===== src/rtl/bf_weight_sequencer.sv =====
// bf_weight_sequencer: steps a host-written complex weight table on packet
// boundaries of the monitored multiplier stream, so weights only change between packets.
module bf_weight_sequencer #(
    parameter int WEIGHT_WIDTH = 8,
    parameter int NUM_CHANNELS = 4,
    parameter int TABLE_DEPTH  = 16,
    parameter int ADDR_WIDTH   = 4,
    parameter int CH_WIDTH     = 2,
    parameter int DWELL_WIDTH  = 16
) (
    input  logic                                 clock,
    input  logic                                 resetn,
    input  logic                                 cfg_wr_en,
    input  logic [CH_WIDTH-1:0]                  cfg_wr_ch,
    input  logic [ADDR_WIDTH-1:0]                cfg_wr_idx,
    input  logic [WEIGHT_WIDTH-1:0]              cfg_wr_real,
    input  logic [WEIGHT_WIDTH-1:0]              cfg_wr_imag,
    input  logic [ADDR_WIDTH:0]                  cfg_num_entries,
    input  logic [DWELL_WIDTH-1:0]               cfg_dwell,
    input  logic                                 cfg_loop,
    input  logic                                 cfg_start,
    input  logic                                 cfg_stop,
    input  logic                                 mon_tvalid,
    input  logic                                 mon_tready,
    input  logic                                 mon_tlast,
    output logic [NUM_CHANNELS*WEIGHT_WIDTH-1:0] bWeight_real_bus,
    output logic [NUM_CHANNELS*WEIGHT_WIDTH-1:0] bWeight_imag_bus,
    output logic                                 weight_update,
    output logic [ADDR_WIDTH-1:0]                entry_idx,
    output logic                                 busy,
    output logic                                 done
);
    typedef enum logic [1:0] {IDLE, SYNC, RUN} state_t;
    localparam logic [ADDR_WIDTH:0] DEPTH_N = (ADDR_WIDTH+1)'(TABLE_DEPTH);
    state_t state, state_nxt;
    logic [WEIGHT_WIDTH-1:0] tbl_re [NUM_CHANNELS][TABLE_DEPTH];
    logic [WEIGHT_WIDTH-1:0] tbl_im [NUM_CHANNELS][TABLE_DEPTH];
    logic                   in_packet, beat, boundary, go;
    logic                   last_dwell, last_entry, load, done_nxt;
    logic [DWELL_WIDTH-1:0] dwell_cnt, dwell_nxt, dwell_eff;
    logic [ADDR_WIDTH:0]    num_eff;
    logic [ADDR_WIDTH-1:0]  idx_nxt;

    assign beat       = mon_tvalid & mon_tready;
    assign boundary   = beat & mon_tlast;
    assign busy       = state != IDLE;
    assign dwell_eff  = cfg_dwell == '0 ? DWELL_WIDTH'(1) : cfg_dwell;
    assign num_eff    = cfg_num_entries == '0 ? (ADDR_WIDTH+1)'(1) :
                        cfg_num_entries > DEPTH_N ? DEPTH_N : cfg_num_entries;
    // >= rather than == keeps the schedule moving if the live config shrinks mid-run
    assign last_dwell = dwell_cnt >= dwell_eff - 1'b1;
    assign last_entry = {1'b0, entry_idx} >= num_eff - 1'b1;
    assign go         = (state == IDLE && cfg_start && !cfg_stop && !in_packet) ||
                        (state == SYNC && boundary && !cfg_stop);

    always_ff @(posedge clock or negedge resetn)
        if (!resetn) state <= IDLE;
        else         state <= state_nxt;

    always_comb begin
        state_nxt = state;
        case (state)
            IDLE:    if (cfg_start && !cfg_stop) state_nxt = in_packet ? SYNC : RUN;
            SYNC:    if (cfg_stop) state_nxt = IDLE;
                     else if (boundary) state_nxt = RUN;
            RUN:     if (cfg_stop || (boundary && last_dwell && last_entry && !cfg_loop))
                         state_nxt = IDLE;
            default: state_nxt = IDLE;
        endcase
    end

    always_comb begin
        load      = 1'b0;
        done_nxt  = 1'b0;
        idx_nxt   = entry_idx;
        dwell_nxt = dwell_cnt;
        if (go) begin
            load      = 1'b1;
            idx_nxt   = '0;
            dwell_nxt = '0;
        end else if (state == RUN && boundary && !cfg_stop) begin
            if (!last_dwell) dwell_nxt = dwell_cnt + 1'b1;
            else if (!last_entry || cfg_loop) begin
                load      = 1'b1;
                idx_nxt   = last_entry ? '0 : entry_idx + 1'b1;
                dwell_nxt = '0;
            end else done_nxt = 1'b1;
        end
    end

    always_ff @(posedge clock or negedge resetn)
        if (!resetn)       in_packet <= 1'b0;
        else if (boundary) in_packet <= 1'b0;
        else if (beat)     in_packet <= 1'b1;

    always_ff @(posedge clock or negedge resetn)
        if (!resetn) begin
            for (int c = 0; c < NUM_CHANNELS; c++)
                for (int i = 0; i < TABLE_DEPTH; i++) begin
                    tbl_re[c][i] <= '0;
                    tbl_im[c][i] <= '0;
                end
        end else if (cfg_wr_en) begin
            tbl_re[cfg_wr_ch][cfg_wr_idx] <= cfg_wr_real;
            tbl_im[cfg_wr_ch][cfg_wr_idx] <= cfg_wr_imag;
        end

    // Loads read the table before this edge's write lands
    always_ff @(posedge clock or negedge resetn)
        if (!resetn) begin
            bWeight_real_bus <= '0;
            bWeight_imag_bus <= '0;
            weight_update    <= 1'b0;
            done             <= 1'b0;
            entry_idx        <= '0;
            dwell_cnt        <= '0;
        end else begin
            weight_update <= load;
            done          <= done_nxt;
            entry_idx     <= idx_nxt;
            dwell_cnt     <= dwell_nxt;
            if (load)
                for (int c = 0; c < NUM_CHANNELS; c++) begin
                    bWeight_real_bus[c*WEIGHT_WIDTH +: WEIGHT_WIDTH] <= tbl_re[c][idx_nxt];
                    bWeight_imag_bus[c*WEIGHT_WIDTH +: WEIGHT_WIDTH] <= tbl_im[c][idx_nxt];
                end
        end
endmodule


===== config.mk =====
export PLATFORM = sky130hd
export DESIGN_NAME = bf_weight_sequencer
export DESIGN_NICKNAME = d
export VERILOG_FILES = /design/src/rtl/bf_weight_sequencer.sv
export SDC_FILE = /design/constraint.sdc
export NUM_CORES = 2
export LEC_CHECK = 0
export ABC_CLOCK_PERIOD_IN_PS = 3700
export BUFFER_PORTS_ARGS = -buffer_cell sky130_fd_sc_hd__buf_4
export CAP_MARGIN = 30
export CORE_MARGIN = 2
export CORE_UTILIZATION = 60
export CTS_CLUSTER_DIAMETER = 50
export DETAILED_ROUTE_END_ITERATION = 7
export PLACE_DENSITY = 0.84
export SETUP_SLACK_MARGIN = 0.02
export SLEW_MARGIN = 20
export SYNTH_ARGS = -nofsm -noshare
export SYNTH_HDL_FRONTEND = slang
export SYNTH_SLANG_ARGS = --single-unit

===== constraint.sdc =====
create_clock -name clock -period 3.7 [get_ports clock]
set_clock_uncertainty 0.05 [all_clocks]
set_input_delay 0.74 -clock clock [delete_from_list [all_inputs] [get_ports clock]]
set_output_delay 0.74 -clock clock [all_outputs]
set_load 0.02 [all_outputs]

Word level (Yosys, flattened, before mapping) --
Cells that the tools add are included.
Storage, ports and cells: bits in registers 1113, bits in latches 0, bits in writable memories 0, ROM bits 0, input port bits 52, word-level logic and storage cells 245, memories 0
Cells by class: $add $sub $neg 4, multipliers 0, div/mod/pow operators 0, order comparisons 8, eq/ne operators 6, shift-type cells 0, mux-type cells 58, bitwise gates (word level) 5, reduce and logical (&&, ||, !) cells 28
Operators by type and width (count):
- $bwmux 512 | 2
- $bmux 8 s4 | 8
- $demux 128 s2 | 1
- $mux 8 | 17
- $mux 128 | 1
- $mux 16 | 5
- $demux 8 s4 | 1
- $mux 4 | 5
- $add 16x1->16 const B | 1
- $ge 16x16->1 | 1
- $logic_not 16->1 | 1
- $sub 16x1->16 const B | 1
- $logic_and 1x1->1 | 13
- $ge 5x5->1 const B | 2
- $mux 1 | 10
- $mux 2 | 5
- $mux 5 | 2
- $not 4->5 | 2
- $pmux 2 s3 | 1
- $reduce_bool 2->1 | 3
- $ge 4x5->1 | 1
- $gt 5x5->1 const B | 1
- $logic_not 5->1 | 1
- $lt 5x1->1 const B | 1
- other kinds (17) | 23

Depth between registers and ports, before layout --
word-level depth 15, mapped depth 22

Least setup slack after synthesis --
OpenSTA, ideal clock, no wires.
path kind input to register, from input port cfg_dwell[10], to register bWeight_real_bus[5], setup time 0.131 ns, arrival 4.554 ns, data required time 3.519 ns, path slack -1.034 ns, stages on the path 20, cells stage by stage or4_1 > nor4_1 > a31oi_1 > ha_1 > nand2_1 > nor3_1 > xnor2_1 > ha_1 > nand4_1 > nor3_1 > nand3b_1 > nand4_4 > a21oi_2 > buf_4 > nor2_8 > buf_6 > buf_6 > mux2_2 > o221ai_1 > a31oi_1
On the way: longest elaborated chain between the ends 11
Ends and longest elaborated chain:
- start, declared | RTL line 19 | input logic [DWELL_WIDTH-1:0] cfg_dwell,
- $logic_not 16->1 | RTL line 47 | assign dwell_eff = cfg_dwell == '0 ? DWELL_WIDTH'(1) : cfg_dwell;
- $mux 16 * | RTL line 47
- $sub 16x1->16 * | RTL line 51 | assign last_dwell = dwell_cnt >= dwell_eff - 1'b1;
- $ge 16x16->1 * | RTL line 51
- $mux 4 | RTL line 82 | if (!last_dwell) dwell_nxt = dwell_cnt + 1'b1;
- $mux 4 | RTL line 81 | end else if (state == RUN && boundary && !cfg_stop) begin
- $mux 4 | RTL line 77 | if (go) begin
- $not 4->5 (implied by the code) | RTL line 124 | bWeight_real_bus[c*WEIGHT_WIDTH +: WEIGHT_WIDTH] <= tbl_re[c][idx_nxt];
- $bmux 8 s4 | RTL line 124
- $mux 8 (implied by the code) (2 in series) | RTL line 124
- end signal, assigned by index | RTL line 124
- end, declared | RTL line 26 | output logic [NUM_CHANNELS*WEIGHT_WIDTH-1:0] bWeight_real_bus,
Every way passes the cells marked *; elsewhere a longest branch is shown, timed or not. The select of a mux whose other input is x is not followed. A chain may end at the register's enable or synchronous reset.

Worst setup path in the final report --
from input port cfg_dwell[10], to register bWeight_real_bus[11]
Same word-level chain as after synthesis.

==> results.cfg <==
[timing]
relSlewSlack = 0.0431
worst_slack_ps = -1830
rsz0062_at_grt = true
finalHoldViolCount = 25
setup_viol = 83
tightest_slew_ps = 1420
timing.hold.ws_ps = -114
fmax_ghz = 0.181
drv_slew = 0
period_needed_ps = 5530
timing.final.crit_share = 1.49

[power]
p_sw_mw = 13.0
p_comb_frac = 0.273
ir_drop_uv = 582
p_int_mw = 25.8
pwr_density_cell_nw_per_um2 = 589
p_seq_frac = 0.406
p_leak_nw = 30.2
p_sw_frac = 0.336
p_clk_frac = 0.320

[place]
place_area_sq_um = 57100
hpwl_mm = 91.6
gp_congestion = 0.858
numPortBuffers = 122

[critical_path]
cp_top_family = simple AND/OR/NAND/NOR gates
cp_data_arrival_time_ps = 6170
slowest_delay_ps = 1210
cp_common_cell = nor4_4
slowest_stage = nor4_1
worstSetupEndpointType = register
crit_path_start = cfg_dwell[10]
r2r_start = entry_idx[0]
crit_path_start_kind = input pin
crit_chain = buf_6, or4_4, nor4_4, a31oi_2, ha_2, nand2_4, nor4_4, xnor2_1, ha_1, nand4_1, nor3_2, nor4_4, buf_4, a31o_4, buf_4, buf_8, or3_1, a21oi_1, nor4_1, nor3_1, a31oi_1
crit_type = in -> reg
crit_fanout = 36
required_ps = 4340
crit_buf_inv = 4

[global_routing]
grt_max_degree = 202
antenna_found_initial = 25
overflow = 0
grt_pass1_vias = 44004
grt_pass1_wl_mm = 278
track_usage = 0.409

[cts]
cts_hold_buffers = 0
htree_levels = 3
clkTransAtPathRegs_ps = 70
cts_buffer_depth = 3
numCtsBuffers = 114
cts_tree = done
clock_latency_ps = 790
cts_root_buffer = clkbuf_16
cts.sinks = 1113

[floorplanning]
die_w_um = 301
num_rows = 108
die-area_sq_um = 90700
die_h_um = 301
start_util = 0.608
pin_count = 123
core_sq_um = 87200

[logic_synthesis]
synthArstFlopShare = 1.00
syn_inst = 4404
synth_edf_count = 0
synth_area_per_cell_sq_um = 12.0
synth_ff_type = dfrtp_1
yosysMostFrequentCell = dfrtp_1
syn_area_sq_um = 53000
syn_nets = 4480
ys_ff_latch = 1113
yosys-top-cells-count = 1113 x dfrtp_1, 1080 x mux2_2, 310 x clkbuf_1
ys_seq_area_frac = 0.526
synth_top_area_share = 0.526
synthTopCellsByArea = dfrtp_1 53%, mux2_2 23%, clkbuf_1 2.2%
synthDistinctLibCells = 68
ys.warnings.count = 0
netlist.top_cell.by_area = dfrtp_1

[job]
cap_viol_max_count = 0

[outcome]
status = finished, violations left
violations = DRC, hold timing, setup timing

[detailed_routing]
routed_wl_mm = 212
routed-via-count = 44889
drtIter0Drc = 7501
wl_per_cell_um = 35.5
ant_nets = 0
drt_first_pass_iters = 8
post-route-drc-count = 32
vias_per_cell = 7.54

[layout]
syn_to_final_growth_pct = 24.4
final_nets = 4772
drive_gt1_frac = 0.470
post-route-cell-area_sq_um = 65900

[min_path]
hp-class = in -> async
[per-layer routing]
metal	vias up	routed length (um)	track usage	part of all wire
met4	28	21200	0.302	0.10
li1	16591	-	-	-
met5	-	360	0	0.0017
met3	1763	33200	0.137	0.16
met2	4514	89100	0.607	0.42
met1	21993	67800	0.498	0.32
[cell type report]
| cell class | instances | area (sq um) |
|---|---|---|
| diodes | 10 | 25.0 |
| clock buffers | 160 | 3260 |
| clock inverters | 49 | 682 |
| fillers | 4447 | 21200 |
| inverters | 9 | 88.8 |
| multi-input cells | 2873 | 25500 |
| flip-flops and latches | 1113 | 27900 |
| well taps | 1155 | 1450 |
| repair buffers | 585 | 7030 |
[what timing repair did]
| item | CTS | global route |
|---|---|---|
| gates resized for setup | 356 | 249 |
| gates cloned | 41 | 14 |
| setup endpoints to repair | 81 | 86 |
| buffers inserted | 59 | 30 |
| pin swaps | 97 | 101 |
[kinds of logic after synthesis]
kind of cell | after synthesis | synth area share
AOI/OAI and AO/OA | 756 | 0.0939
DFF | 1113 | 0.526
muxes | 1156 | 0.246
xor gates and xnor gates | 27 | 0.00446
adders and majority gates | 24 | 0.00567
buffers and inverters | 418 | 0.0329
and+or+nand+nor | 910 | 0.0917
[sequential cells by signal (all words and copies together), names as in the netlist]
signal / count
bWeight_imag_bus: 32
state: 2
in_packet: 1
tbl_re: 512
done: 1
dwell_cnt: 16
entry_idx: 4
tbl_im: 512
bWeight_real_bus: 32
weight_update: 1
[path summary, 6_finish.rpt]
path	end	slack (ps)	cells past startpoint
max in group asynchronous	tbl_re[32]	2510	2
worst max-delay path	bWeight_real_bus[11]	-1830	21
worst min register to register	tbl_re[165]	450	1
worst min-delay path	dwell_cnt[7]	-110	1
min in group clock	state[0]	140	2
worst max register to register	bWeight_real_bus[11]	-1030	15
[cells in the final DEF (no fill, tap or decap), types with 33 or more instances in the layout]
cell type and count:
nor2b_1 64, a21o_1 128, nand3_1 126, a211oi_1 58
mux2_2 1090, a21oi_2 71, and2_1 127, clkbuf_16 127
buf_4 369, a21oi_1 106, nor4_1 44, buf_16 44
buf_6 50, mux2_1 33, o221ai_2 91, nand2_1 68
buf_12 87, nand2b_1 71, nor3_2 41, o21ai_0 105
dfrtp_1 1112, or3_1 65, a31oi_1 60, nor2_1 173
[metrics by stage]
step	utilization	power, mW	worst slack [ps]	setup TNS, ps	std cells
finish	0.756	38.8	-1830	-60470	5954
global route	0.756	39.5	-1860	-70960	5947
CTS	0.737	36.7	-754	-44850	5905
detailed placement	0.655	22.9	-1610	-112050	5601
global placement	0.655	22.6	-1440	-100140	5601
floorplan	-	19.6	-825	-57630	4404
[power by group through the flow]
stage	Sequential, mW	Combinational [mW]	Clock [mW]
final	15.8	10.6	12.4
after CTS	15.4	9.28	12.1
after global routing	15.8	10.8	12.8
after floorplan	15.3	4.32	0
after detailed placement	15.5	7.40	0
after global placement	15.4	7.13	0
Power figures use the tool's default switching activity.
